`src/rtl/systolic_mac.sv`:
```
// -----------------------------------------------------------------------------
// systolic_mac
//
// Multiply-accumulate processing element for a systolic grid. Each valid beat
// multiplies the signed operands arriving from west (Ain) and north (Bin) and
// adds the product into a running accumulator. After K valid beats the sum is
// presented on Cout together with a one-cycle done pulse, and accumulation
// restarts on the very next valid beat. The operands and their valid flag are
// forwarded east/south through one register stage so neighbouring PEs see the
// same skewed stream one beat later.
//
// Parameters:
//   BITS_AB  width of each signed A/B operand
//   BITS_C   width of the signed accumulator and result (>= 2*BITS_AB)
//   K        valid products per result (>= 1)
//
// Ports:
//   clk        clock, all logic on the rising edge
//   rst        synchronous active-high reset, overrides en and clr
//   en         advance enable, shared with the feeding fifo shift enable
//   clr        synchronous clear of the partial accumulation and ovf
//   valid_in   Ain/Bin carry a real operand pair this beat
//   Ain, Bin   signed operands from west / north
//   valid_out  valid_in delayed one enabled beat
//   Aout, Bout Ain / Bin delayed one enabled beat
//   Cout       last completed result, held until the next one
//   done       one-cycle pulse, Cout has just been updated
//   ovf        sticky saturation flag
//
// Configuration macro:
//   SAT_EN  defined: every accumulate/complete step saturates to the signed
//           BITS_C range and any clipped step sets ovf (sticky until rst/clr).
//           undefined: wrap-around arithmetic, ovf tied to 0.
// -----------------------------------------------------------------------------
module systolic_mac #(
    parameter int BITS_AB = 8,
    parameter int BITS_C  = 16,
    parameter int K       = 8
) (
    input  logic               clk,
    input  logic               rst,
    input  logic               en,
    input  logic               clr,
    input  logic               valid_in,
    input  logic [BITS_AB-1:0] Ain,
    input  logic [BITS_AB-1:0] Bin,
    output logic               valid_out,
    output logic [BITS_AB-1:0] Aout,
    output logic [BITS_AB-1:0] Bout,
    output logic [BITS_C-1:0]  Cout,
    output logic               done,
    output logic               ovf
);

    // A K of 1 still needs a one-bit counter; it simply never leaves zero.
    localparam int CW = (K > 1) ? $clog2(K) : 1;
    localparam logic [CW-1:0] LAST = CW'(K - 1);

    logic signed [2*BITS_AB-1:0] prod;
    logic signed [BITS_C-1:0]    prodExt;
    logic signed [BITS_C-1:0]    acc;
    logic signed [BITS_C-1:0]    sum;
    logic [CW-1:0]               cnt;
    logic                        step;

    assign prod    = $signed(Ain) * $signed(Bin);
    // Size cast of a signed value sign-extends, and also works when
    // BITS_C equals 2*BITS_AB (no zero-width replication).
    assign prodExt = BITS_C'(prod);

    // A counted beat: enabled, carries data, and not overridden by clr.
    assign step = en && valid_in && !clr;

`ifdef SAT_EN
    localparam logic signed [BITS_C-1:0] MAXV = {1'b0, {(BITS_C-1){1'b1}}};
    localparam logic signed [BITS_C-1:0] MINV = {1'b1, {(BITS_C-1){1'b0}}};

    logic signed [BITS_C:0] sumWide;
    logic                   clipped;

    // One guard bit is enough for the sum of two BITS_C signed values; the
    // guard and MSB disagree exactly when the true sum left the range.
    assign sumWide = (BITS_C+1)'(acc) + (BITS_C+1)'(prodExt);

    always_comb begin
        clipped = sumWide[BITS_C] ^ sumWide[BITS_C-1];
        sum     = sumWide[BITS_C-1:0];
        if (clipped) begin
            sum = sumWide[BITS_C] ? MINV : MAXV;
        end
    end

    // Sticky overflow: set by any clipped counted beat, cleared only by
    // rst or clr.
    always_ff @(posedge clk) begin
        if (rst) begin
            ovf <= 1'b0;
        end else if (clr) begin
            ovf <= 1'b0;
        end else if (step && clipped) begin
            ovf <= 1'b1;
        end
    end
`else
    assign sum = acc + prodExt;
    assign ovf = 1'b0;
`endif

    // Pass-through stage, accumulator/counter and result register. done is
    // cleared every cycle by default so it can never stretch, even while
    // en is low. clr takes priority over a valid beat and discards it.
    always_ff @(posedge clk) begin
        if (rst) begin
            Aout      <= '0;
            Bout      <= '0;
            valid_out <= 1'b0;
            Cout      <= '0;
            done      <= 1'b0;
            acc       <= '0;
            cnt       <= '0;
        end else begin
            done <= 1'b0;
            if (en) begin
                Aout      <= Ain;
                Bout      <= Bin;
                valid_out <= valid_in;
            end
            if (clr) begin
                acc <= '0;
                cnt <= '0;
            end else if (step) begin
                if (cnt == LAST) begin
                    Cout <= sum;
                    done <= 1'b1;
                    acc  <= '0;
                    cnt  <= '0;
                end else begin
                    acc <= sum;
                    cnt <= cnt + 1'b1;
                end
            end
        end
    end

endmodule

```
`config.mk`:
```
export PLATFORM = sky130hd
export DESIGN_NAME = systolic_mac
export DESIGN_NICKNAME = d
export VERILOG_FILES = /design/src/rtl/systolic_mac.sv
export SDC_FILE = /design/constraint.sdc
export NUM_CORES = 1
export LEC_CHECK = 0
export BUFFER_PORTS_ARGS = -buffer_cell sky130_fd_sc_hd__buf_2
export CAP_MARGIN = 10
export CORE_ASPECT_RATIO = 1.25
export CORE_MARGIN = 8
export CORE_UTILIZATION = 60
export CTS_CLUSTER_DIAMETER = 100
export DETAILED_ROUTE_END_ITERATION = 7
export PLACE_DENSITY_LB_ADDON = 0.25
export SLEW_MARGIN = 20
export SYNTH_ARGS = -nofsm -noshare
export SYNTH_HDL_FRONTEND = slang
export SYNTH_SLANG_ARGS = --single-unit
export TNS_END_PERCENT = 50
```
`constraint.sdc`:
```
create_clock -name clk -period 7.4 [get_ports clk]
set_clock_uncertainty 0.1 [all_clocks]
set_input_delay 1.48 -clock clk [delete_from_list [all_inputs] [get_ports clk]]
set_output_delay 1.48 -clock clk [all_outputs]
set_load 0.02 [all_outputs]
```
# Word-level counts from Yosys, hierarchy flattened
# Index checks and enable logic that the tools add are counted.
# op_classes
addsub	2
mul	1
n_eq_ne	1
mux	3
bitwise	2
reduce_logical	6
# op_table
cell	n
$add 16x16->16	1
$mul 8x8->16	1
$mux 16	1
$add 3x1->3 const B	1
$eq 3x3->1 const B	1
$mux 3	1
$reduce_and 3->1	1
$reduce_or 3->1	1
$logic_and 1x1->1	2
$not 1->1	2
$reduce_or 2->1	1
$logic_not 1->1	1
$mux 1	1
# word_totals
regBits	53
input_bits	21
elab_cells	22

# Logic depth before layout (Yosys ltp)
# depth
word_depth	4
mapped_depth	19
mapped_depth_nobuf	18

# Least setup slack after synthesis
# OpenSTA, ideal clock, no wires.
# synth_path
kind	input-to-reg
start	in Bin[0]
end	reg acc[13]
setup_ns	0.117
t_arrival_ns	5.976
path_slack_ns	1.207
stages	15
path_cell_list	clkbuf_1 > and2_1 > inv_1 > fa_1 > inv_1 > fa_1 > fa_1 > fa_1 > fa_1 > ha_1 > a2111oi_0 > o21ai_1 > a41oi_1 > xnor2_1 > a22o_1
# synth_via
elab_chain_len	3
# synth_rtl
element	line	rtl
from (decl)	46	input logic [BITS_AB-1:0] Bin,
$mul 8x8->16	66	assign prod = $signed(Ain) * $signed(Bin);
$add 16x16->16	105	assign sum = acc + prodExt;
$mux 16	132	if (cnt == LAST) begin
to (signal assigned)	138	acc <= sum;
to (decl)	61	logic signed [BITS_C-1:0] acc;
# No other way between the ends.
# A chain may end at the register's enable or synchronous reset.

# Worst setup path after layout
# layout_path
start	in Bin[0]
end	reg Cout[13]
# layout_via
elab_chain_len	2
# layout_rtl
element	line	rtl
$mul 8x8->16	66	
$add 16x16->16	105	
to (signal assigned)	133	Cout <= sum;
to (decl)	50	output logic [BITS_C-1:0] Cout,
# No other way between the ends.

==> reports/qor.csv <==
stage,metric,value,unit
clocking,Post-CTS Hold Buffers,0,
outcome,status,finished clean,
timing,Final min period,6.201,ns
timing,Rel. slew slack,54.28,%
floorplan,Rows,36,
finish,"Design Area, Final",5195,sq um
floorplan,Top Ports,56,
worst_hold_path,Hold Path Origin,acc[4],
placed_design,gpl congestion,0.9558,
clocking,number of buffers created by CTS,5,
floorplan,die width,96.06,um
drt,Total Wirelength,10370,um
clocking,CTS tree,built,
timing,fmax,0.1613,GHz
global_route,met3 Use GR,3.564,%
power,combinational power share,69.2,%
placed_design,hpwl dp,8421,um
finish,Final Non-Filler Cells,654,
placed_design,dpl ws,0.8933,ns
finish,final-stage net count,689,
clocking,htree depth,2,
finish,Antenna diodes,0,
finish,layout cells sized above 1,11.63,%
synthesis,Post-Syn Area,4807,sq um
worst_setup_path,CP peak stage delay,0.59,ns
floorplan,initial core utilization,61.69,%
synthesis,"FF+latch count, synth",53,
power,clock network power share,11.2,%
worst_setup_path,critical path capture point type,register,
clocking,Setup Buffers After CTS,0,
drt,post-route ant nets,0,
worst_setup_path,Register-to-Register Path Depth,18,
synthesis,Unique masters post-synth,40,
placed_design,placed cell areas,5105,sq um
drt,DR WL/cell,15.86,um
power,Max rail drop VDD,0.0002291,V
clocking,clock sinks,53,
drt,DRC,0,
timing,fin crit share,83.80,%
global_route,initial antenna violation count,0,
drt,Via-to-Cell Ratio,5.385,
floorplan,core area,7792,sq um
global_route,grt ovf,0,
global_route,largest net degree at the start of global routing,36,
worst_setup_path,CP max FO,9,
worst_setup_path,critical path's most frequent cell,fa_1,
power,sequential power share,19.6,%
worst_setup_path,type of origin of the critical path,input pin,
power,Net Sw Power,0.0007558,W
worst_setup_path,Critical Path RT,7.55,ns
floorplan,chip height,116.1,um
synthesis,Post-Syn Instances,518,
drt,Initial DRC Count,119,
finish,Layout area overhead,8.069,%
synthesis,syn_area_per_cell,9.280,sq um
worst_setup_path,R2R setup slack,2.72,ns
worst_setup_path,worst setup path category,input pin to register,
clocking,post_cts resized,0,
power,total internal power,0.0008182,W
worst_hold_path,Hold Path Stages,2,
worst_setup_path,crit-path cells,buf_2 > and2_1 > inv_1 > fa_1 > inv_1 > fa_1 > fa_1 > fa_1 > fa_1 > ha_1 > a2111oi_0 > o21ai_1 > a41oi_1 > xnor2_1 > nand2_1 > a21oi_1,
global_route,first-pass GRT wire length,18120,um
synthesis,Syn. warnings,0,
timing,RSZ-0062 raised after global routing,no,
finish,fillers,638,
clocking,Clock Latency Late Sink,0.32,ns
placed_design,Placed Instances,646,
drt,DRT Pass-1 Iters,4,
global_route,number of global-route vias before repair,3765,
timing,setup_tns,0,ns
worst_setup_path,RR Startpoint,acc[4],
finish,"most common cell after layout, fill and taps aside",inv_1,
global_route,busiest grt layer,met2,
worst_setup_path,Top Family by Delay on Critical Path,adder cells,
worst_setup_path,"Buf+Inv Stages, Crit Path",3,
global_route,GRT Util Overall,20.43,%
finish,"commonest cells after routing, fill and taps aside","77 x inv_1, 71 x fa_1, 55 x nand2_1, 54 x buf_2, 53 x dfxtp_1",
power,Pleak,2.538,nW
drt,via count,3522,
power,Pwr Density,303.0,nW/um^2
clocking,clk slew on worst S/H paths,0.11,ns
clocking,CTS root buffer,clkbuf_8,
clocking,clock tree buffer depth,2,
floorplan,Die ar.,11150,sq um
job,Max Cap Violations,0,
global_route,met2 usage,34.41,%
global_route,met1 Use GR,26.36,%
timing,Fin. Hold Viols,0,
worst_setup_path,"slowest stage cell, crit path",fa_1,
timing,final setup vio count,0,
timing,actual slew at the worst max-slew pin,0.6859,ns
timing,max-slew violations,0,
worst_hold_path,Hold Path Class,register to register,
worst_hold_path,hold endpoint,acc[4],
finish,Finished Core Util,66.67,%
worst_setup_path,capturing point of the worst reg2reg path,Cout[14],
worst_setup_path,Crit path arrival time,6.35,ns
synthesis,sequential area share after synthesis,22.07,%
timing,Final Worst Setup Slack,1.199,ns
synthesis,Synth Net Count,649,
placed_design,port buffer count,54,
power,Sw Ratio,48.02,%
[through the flow]
| step | power (W) | hold WS, ns |
|---|---|---|
| 6_report | 0.001574 | 0.3591 |
| 5_1_grt | 0.001738 | 0.3773 |
| 4_1_cts | 0.001568 | 0.3611 |
| 3_3_place_gp | 0.001355 | 0.3404 |
| 2_1_floorplan | 0.001142 | 0.3319 |
| 3_5_place_dp | 0.001378 | 0.3468 |
[worst max-delay path by stage]
| stage | start | cells past startpoint | slack, ns | to |
|---|---|---|---|---|
| finish | Bin[0] | 16 | 1.20 | Cout[13] |
| CTS | Bin[0] | 16 | 1.21 | Cout[13] |
| floorplan | Bin[0] | 15 | 1.21 | acc[13] |
| detailed placement | Bin[0] | 16 | 0.89 | Cout[15] |
| global route | Bin[0] | 16 | 0.87 | Cout[15] |
| global placement | Bin[0] | 16 | 1.02 | Cout[13] |
[final cells by class]
| cell class | count | area, sq um | area share [%] |
|---|---|---|---|
| Inverter | 77 | 289.0 | 5.564 |
| Sequential cell | 53 | 1061 | 20.42 |
| Timing Repair Buffer | 54 | 270.3 | 5.202 |
| Clock buffer | 5 | 68.82 | 1.325 |
| Multi-Input combinational cell | 367 | 3366 | 64.79 |
| Clock inverter | 3 | 21.27 | 0.4094 |
| Tap cell | 95 | 118.9 | 2.288 |
[cell families after synthesis]
family / count (synthesis) / share of synthesized area [%]
xor+xnor: 19 / 3.462
compound gates: 60 / 7.574
buf+inv: 98 / 7.913
mux: 16 / 3.332
flops: 53 / 22.07
other cells: 1 / 0.07801
fa+ha+maj: 110 / 39.72
simple gates: 161 / 15.85
[power by group through the flow]
stage / clock [W] / combinational, W / sequential [W]
4_1_cts: 0.000176 / 0.00108 / 0.000309
5_1_grt: 0.000187 / 0.00124 / 0.000311
3_3_place_gp: 0 / 0.00104 / 0.000315
2_1_floorplan: 0 / 0.000822 / 0.000320
3_5_place_dp: 0 / 0.00106 / 0.000316
6_report: 0.000176 / 0.00109 / 0.000309
[cells in the mapped netlist, drive strengths merged]
master | number | area share [%]
a2111oi | 1 | 0.18
a211o | 1 | 0.18
a211oi | 5 | 0.78
a21o | 3 | 0.47
a21oi | 29 | 3.1
a22o | 1 | 0.18
a22oi | 3 | 0.47
a31oi | 1 | 0.13
a32oi | 1 | 0.18
a41oi | 1 | 0.18
and2 | 34 | 4.4
buf | 8 | 0.88
clkbuf | 13 | 1.0
conb | 1 | 0.078
dfxtp | 53 | 22
fa | 71 | 30
ha | 39 | 10
inv | 77 | 6.0
mux2i | 16 | 3.3
nand2 | 56 | 4.4
nand2b | 4 | 0.52
nand3 | 4 | 0.42
nand3b | 5 | 0.78
nand4 | 3 | 0.39
nor2 | 42 | 3.3
nor2b | 2 | 0.26
nor3 | 5 | 0.52
o2111ai | 1 | 0.18
o21ai | 10 | 1.0
o21bai | 2 | 0.31
o31a | 1 | 0.18
or2 | 2 | 0.26
or3 | 4 | 0.52
xnor2 | 15 | 2.7
xor2 | 4 | 0.73
[worst reg2reg max path, cell delays in order, from the launching register on]
cell and delay [ns]:
dfxtp_1 0.34, inv_1 0.06, fa_1 0.53, inv_1 0.05, fa_1 0.46, ha_1 0.29, inv_1 0.05, fa_1 0.54
inv_1 0.04, ha_1 0.27, ha_1 0.20, inv_1 0.07, fa_1 0.40, nor2b_1 0.12, o21ai_0 0.12, a21oi_2 0.20
o2111ai_1 0.21, or3_1 0.37, a31oi_1 0.19
[sequential cells by signal, indices dropped and copies added, names as in the netlist]
signal	count
done	1
acc	16
cnt	3
Bout	8
Cout	16
Aout	8
valid_out	1
[per-layer routing]
metal / up-vias / routed length [um]
met4: 0 / 181
met3: 20 / 628
met1: 1691 / 4483
li1: 1707 / -
met5: - / 0
met2: 104 / 5080
(Power assumes the default switching activity.)
